[config.mk]
export PLATFORM = sky130hd
export DESIGN_NAME = ysyx_23060187_core_seq
export DESIGN_NICKNAME = d
export VERILOG_FILES = /design/src/rtl/ysyx_23060187_core_seq.sv
export SDC_FILE = /design/constraint.sdc
export NUM_CORES = 1
export LEC_CHECK = 0
export ABC_AREA = 1
export CAP_MARGIN = 0
export CORE_AREA = 5 5 100 102
export CTS_BUF_LIST = sky130_fd_sc_hd__clkbuf_8
export DETAILED_ROUTE_END_ITERATION = 10
export DIE_AREA = 0 0 105 107
export GPL_TIMING_DRIVEN = 0
export PLACE_DENSITY = 0.81
export SLEW_MARGIN = 20
export SYNTH_ARGS = -nofsm -noshare
export SYNTH_HDL_FRONTEND = slang
export SYNTH_SLANG_ARGS = --single-unit
[constraint.sdc]
create_clock -name clk -period 1.8 [get_ports clk]
set_input_delay 0.36 -clock clk [delete_from_list [all_inputs] [get_ports clk]]
set_output_delay 0.36 -clock clk [all_outputs]
set_load 0.05 [all_outputs]
[src/rtl/ysyx_23060187_core_seq.sv]
// Multi-cycle NPC sequencer: fetch, execute, optional load/store, writeback.
// Halts on ebreak. Bus errors and wait-state timeouts raise a sticky fault.
// Ports:
//   clk, rst               core clock, asynchronous active-low reset
//   ifu_req_*, ifu_rsp_*   instruction fetch valid/ready bus
//   inst                   latched instruction for the decoder
//   is_load/store/ebreak   decoder classification, sampled at the end of EXEC
//   lsu_req_*, lsu_rsp_*   data access valid/ready handshake
//   rf_wen, pc_we          writeback enables
//   halt, fault,
//   fault_cause            terminal status (01 fetch err, 10 lsu err, 11 timeout)
//   instret                retired instruction count
//   state                  current FSM state, for debug
module ysyx_23060187_core_seq #(
   parameter int unsigned TIMEOUT = 255,
   parameter int unsigned CNT_W   = 8
) (
   input  logic        clk,
   input  logic        rst,
   output logic        ifu_req_valid,
   input  logic        ifu_req_ready,
   input  logic        ifu_rsp_valid,
   input  logic        ifu_rsp_err,
   output logic        ifu_rsp_ready,
   input  logic [31:0] ifu_rsp_data,
   output logic [31:0] inst,
   input  logic        is_load,
   input  logic        is_store,
   input  logic        is_ebreak,
   output logic        lsu_req_valid,
   input  logic        lsu_req_ready,
   input  logic        lsu_rsp_valid,
   input  logic        lsu_rsp_err,
   output logic        lsu_rsp_ready,
   output logic        rf_wen,
   output logic        pc_we,
   output logic        halt,
   output logic        fault,
   output logic [1:0]  fault_cause,
   output logic [31:0] instret,
   output logic [2:0]  state
);

   typedef enum logic [2:0] {
      S_IDLE  = 3'd0,
      S_FREQ  = 3'd1,
      S_FWAIT = 3'd2,
      S_EXEC  = 3'd3,
      S_MREQ  = 3'd4,
      S_MWAIT = 3'd5,
      S_WB    = 3'd6,
      S_STOP  = 3'd7
   } state_t;

   state_t           cur;
   state_t           nxt;
   logic [CNT_W-1:0] cnt;
   logic             store_q;
   logic             store_nxt;
   logic             tmo;
   logic             halt_set;
   logic             fault_set;
   logic [1:0]       cause_set;

   assign tmo   = (cnt == CNT_W'(TIMEOUT));
   assign state = cur;

   // Next state, store flag and terminal-status decisions
   always_comb begin
      nxt       = cur;
      store_nxt = store_q;
      halt_set  = 1'b0;
      fault_set = 1'b0;
      cause_set = 2'b00;
      case (cur)
         S_IDLE: nxt = S_FREQ;
         S_FREQ: if (ifu_req_ready) nxt = S_FWAIT;
         S_FWAIT: begin
            if (ifu_rsp_valid) begin
               if (ifu_rsp_err) begin
                  nxt       = S_STOP;
                  fault_set = 1'b1;
                  cause_set = 2'b01;
               end else begin
                  nxt = S_EXEC;
               end
            end else if (tmo) begin
               nxt       = S_STOP;
               fault_set = 1'b1;
               cause_set = 2'b11;
            end
         end
         S_EXEC: begin
            // ebreak outranks any load/store classification
            if (is_ebreak) begin
               nxt      = S_STOP;
               halt_set = 1'b1;
            end else if (is_load || is_store) begin
               nxt       = S_MREQ;
               store_nxt = is_store;
            end else begin
               nxt       = S_WB;
               store_nxt = 1'b0;
            end
         end
         S_MREQ: if (lsu_req_ready) nxt = S_MWAIT;
         S_MWAIT: begin
            if (lsu_rsp_valid) begin
               if (lsu_rsp_err) begin
                  nxt       = S_STOP;
                  fault_set = 1'b1;
                  cause_set = 2'b10;
               end else begin
                  nxt = S_WB;
               end
            end else if (tmo) begin
               nxt       = S_STOP;
               fault_set = 1'b1;
               cause_set = 2'b11;
            end
         end
         S_WB:    nxt = S_FREQ;
         S_STOP:  nxt = S_STOP;
         default: nxt = S_IDLE;
      endcase
   end

   // State, datapath registers, and outputs decoded ahead from the next state
   always_ff @(posedge clk or negedge rst) begin
      if (!rst) begin
         cur           <= S_IDLE;
         cnt           <= '0;
         store_q       <= 1'b0;
         inst          <= '0;
         instret       <= '0;
         halt          <= 1'b0;
         fault         <= 1'b0;
         fault_cause   <= 2'b00;
         ifu_req_valid <= 1'b0;
         ifu_rsp_ready <= 1'b0;
         lsu_req_valid <= 1'b0;
         lsu_rsp_ready <= 1'b0;
         pc_we         <= 1'b0;
         rf_wen        <= 1'b0;
      end else begin
         cur     <= nxt;
         store_q <= store_nxt;
         // Counts cycles of a wait state without a response; zero on entry
         if ((nxt == cur) && ((cur == S_FWAIT) || (cur == S_MWAIT)))
            cnt <= cnt + CNT_W'(1);
         else
            cnt <= '0;
         if ((cur == S_FWAIT) && ifu_rsp_valid && !ifu_rsp_err)
            inst <= ifu_rsp_data;
         if (cur == S_WB)
            instret <= instret + 32'd1;
         if (halt_set)
            halt <= 1'b1;
         if (fault_set) begin
            fault       <= 1'b1;
            fault_cause <= cause_set;
         end
         ifu_req_valid <= (nxt == S_FREQ);
         ifu_rsp_ready <= (nxt == S_FWAIT);
         lsu_req_valid <= (nxt == S_MREQ);
         lsu_rsp_ready <= (nxt == S_MWAIT);
         pc_we         <= (nxt == S_WB);
         rf_wen        <= (nxt == S_WB) && !store_nxt;
      end
   end

endmodule
==> metrics.csv <==
metric,value,unit
status,finished clean,
type of the most critical hold path,reg2reg,
Worst Reg2Reg Path Length in Cells,7,
crit end category,primary output,
Die Wd,105,microns
"CTS clk-pin slew, worst paths",0.08,ns
Crit path required time,1.44,ns
pwr dens,1400,nW/um^2
"Hold Vio Cnt, Final",0,
Clock Sinks,86,
nets,658,
Top Family by Delay on Critical Path,buffers and inverters,
CTS Buffer Depth,2,
Max transition margin,64.6,%
post-synthesis net count,522,
Synth Area in Simple Gates,24.6,%
GR Layer Usage met2,31.9,%
Peak supply drop,820,uV
Iter 0 DRT Violations,121,
I/O pins,120,
"Cell Area, Placed",5720,sq um
Post-Syn Instances,477,
initial antenna violation count,0,
WL final,10700,microns
"Distinct cells, synth",31,
worst-path cell chain,dlygate4sd2_1,
worst hold stages,2,
yosys warns,0,
fin. max-slew vios,0,
Finished Layout Cells,729,
reg2reg setup slack,0.06,ns
PnR worst setup slack,0.0537,ns
CP max stage delay,0.57,ns
main combinational cell family by area after synthesis,simple AND/OR/NAND/NOR gates,
most frequent cells in the layout,"nand2_1 (134), dfrtp_1 (81), dlygate4sd2_1 (75)",
Vias/cell,4.99,
1st-pass router iterations,6,
final worst path period share,97.0,%
Worst Skew,0.0152,ns
met1 Use GR,24.3,%
Max Cap Viol,0,
dpl cells,708,
Worst setup SP type,register,
clock latency on the worst-skew pair,0.36,ns
Place WS,-0.158,ns
Least-Margin Pin Slew,0.533,ns
Rows,35,
gpl congestion,0.876,
Final ANT Viol Nets,0,
largest net degree at the start of global routing,53,
total CTS buffers,9,
Layout area overhead,35.8,%
Die Y,107,microns
DRC violations left,0,
Buf/Inv on CP,1,
share of cells above drive strength 1,13.6,%
n_diodes,0,
final setup violating endpoints,0,
RR Startpoint,state[0]$_DFF_PN0_,
synth top area cells,"dfrtp_1 (49%), nand2_1 (12%), mux2_4 (10%)",
CTS tree,built,
Hold EP,halt$_DFFE_PN0P_,
area fraction in compound gates after synthesis,2.04,%
FILL cells,744,
Post-Synth XOR/XNOR Area,5.23,%
Yosys top cell area share,49.4,%
root buffer cell,clkbuf_8,
crit path time final,1.75,ns
number of global-route vias before repair,3607,
Synth area leader,dfrtp_1,
met3 Use GR,4.09,%
"leading cell type in the layout, fill and taps excluded",nand2_1,
adder-cell share of the synthesized area,0.574,%
Seq cells post-synth,86,
core area,9020,sq um
FF-to-FF End,inst[6]$_DFFE_PN0P_,
GRT overflow,0,
port buffer count,119,
Peak Freq,573,MHz
Total GRT Usage,19.1,%
via count,3635,
leak pwr,0.00306,uW
Post-Layout Inst Area,5920,sq um
CP arrival,1.39,ns
first-pass GRT wire length,17400,microns
gr busiest metal,met2,
routed len/inst,14.6,microns
initial core utilization,48.3,%
die area,11200,sq um
Max H-tree Level,3,
Worst Setup Path Type,reg2out,
worst-path maximum fanout,6,
mux contribution to synthesized area,10.9,%
post-synthesis average cell area,9.13,sq um
HP Start,halt$_DFFE_PN0P_,
post-DP HPWL,8370,microns
Mapped Area,4360,sq um
sequential share of the synthesized area,49.4,%
worst hold slack,0.471,ns
Worst path slowest cell,dlygate4sd2_1,
## area by class of cell
class                   instances  area, sq um  share of cell area, %
repair buffers                126         1170                   19.8
clock inverters                 7         73.8                   1.25
plain buffers                   7          108                   1.82
clock buffers                   9          124                   2.09
inverters                      54          205                   3.47
multi-input cells             329         1940                   32.8
flip-flops and latches         86         2160                   36.5
well taps                     111          139                   2.35
## logic make-up (layout without fill, tap and decap cells)
kind of cell | Yosys count | in the layout
mux | 32 | 32
xor+xnor | 26 | 26
fa+ha+maj | 2 | 2
compound gates | 16 | 16
buf+inv | 62 | 203
simple gates | 253 | 253
flops | 86 | 86
## cell usage after synthesis
master / instances
inv_1: 52
nand4_1: 9
nand3b_1: 3
nand2_2: 1
buf_12: 4
mux2_2: 2
clkbuf_1: 1
or2_1: 1
nand3_1: 21
nand3_2: 3
inv_2: 1
nor2_1: 66
nand2_1: 134
o21a_1: 1
buf_2: 1
dfrtp_1: 86
nor3b_1: 1
nor2_8: 1
a21oi_1: 3
xnor2_1: 8
inv_4: 1
nor3_1: 10
mux2_4: 30
nor2_2: 2
a31oi_1: 2
ha_1: 2
buf_6: 2
o21ai_0: 9
xor2_1: 18
and2_1: 1
o221ai_1: 1
## through the flow
step                total power [uW]  util [%]  TNS [ns]
floorplan                       5740         -         0
global placement                7090      63.1   -233.39
detailed placement              7200      63.4     -5.30
CTS                             8230      64.6         0
global route                    8700      65.6   -0.0412
finish                          8270      65.6         0
## registers in the layout (all words and copies together), names as in the netlist
name           cells
lsu_req_valid      1
instret           32
lsu_rsp_ready      1
halt               1
fault_cause        2
state              3
ifu_rsp_ready      1
fault              1
ifu_req_valid      1
inst              32
store_q            1
pc_we              1
rf_wen             1
cnt                8
## power breakdown
group / total [uW] / switching, uW / leakage [uW] / internal [uW]
combinational: 4140 / 2800 / 0.00184 / 1340
clock: 1370 / 727 / 0.0000996 / 646
sequential: 2750 / 314 / 0.00112 / 2440
total: 8270 / 3840 / 0.00306 / 4420
## what timing repair did
| item | in CTS | in global routing |
|---|---|---|
| hold buffers | 1 | 0 |
| pin swaps | 1 | 3 |
| buffers inserted | 0 | 5 |
| hold endpoints to repair | 34 | 0 |
| endpoints found under the setup margin | 89 | 29 |
| resized for setup | 79 | 14 |
## routing by layer
| metal | vias to the layer above | share of wire [%] |
|---|---|---|
| met5 | - | 0 |
| met4 | 0 | 1.9 |
| met3 | 15 | 6.3 |
| met2 | 124 | 49 |
| met1 | 1720 | 43 |
| li1 | 1776 | - |
## worst max-delay path by stage
stage | cells past startpoint | start | slack (ns) | end
detailed placement | 6 | ifu_rsp_valid | -0.16 | inst[16]$_DFFE_PN0P_
global route | 11 | cnt[0]$_DFF_PN0_ | -0.02 | lsu_rsp_ready$_DFF_PN0_
global placement | 1 | rst | -2.97 | state[0]$_DFF_PN0_
floorplan | 8 | state[1]$_DFF_PN0_ | 0.006 | inst[10]$_DFFE_PN0P_
finish | 1 | instret[2]$_DFFE_PN0N_ | 0.05 | instret[2]
CTS | 10 | cnt[0]$_DFF_PN0_ | 0.003 | cnt[6]$_DFF_PN0_
Power figures use the tool's default switching activity.
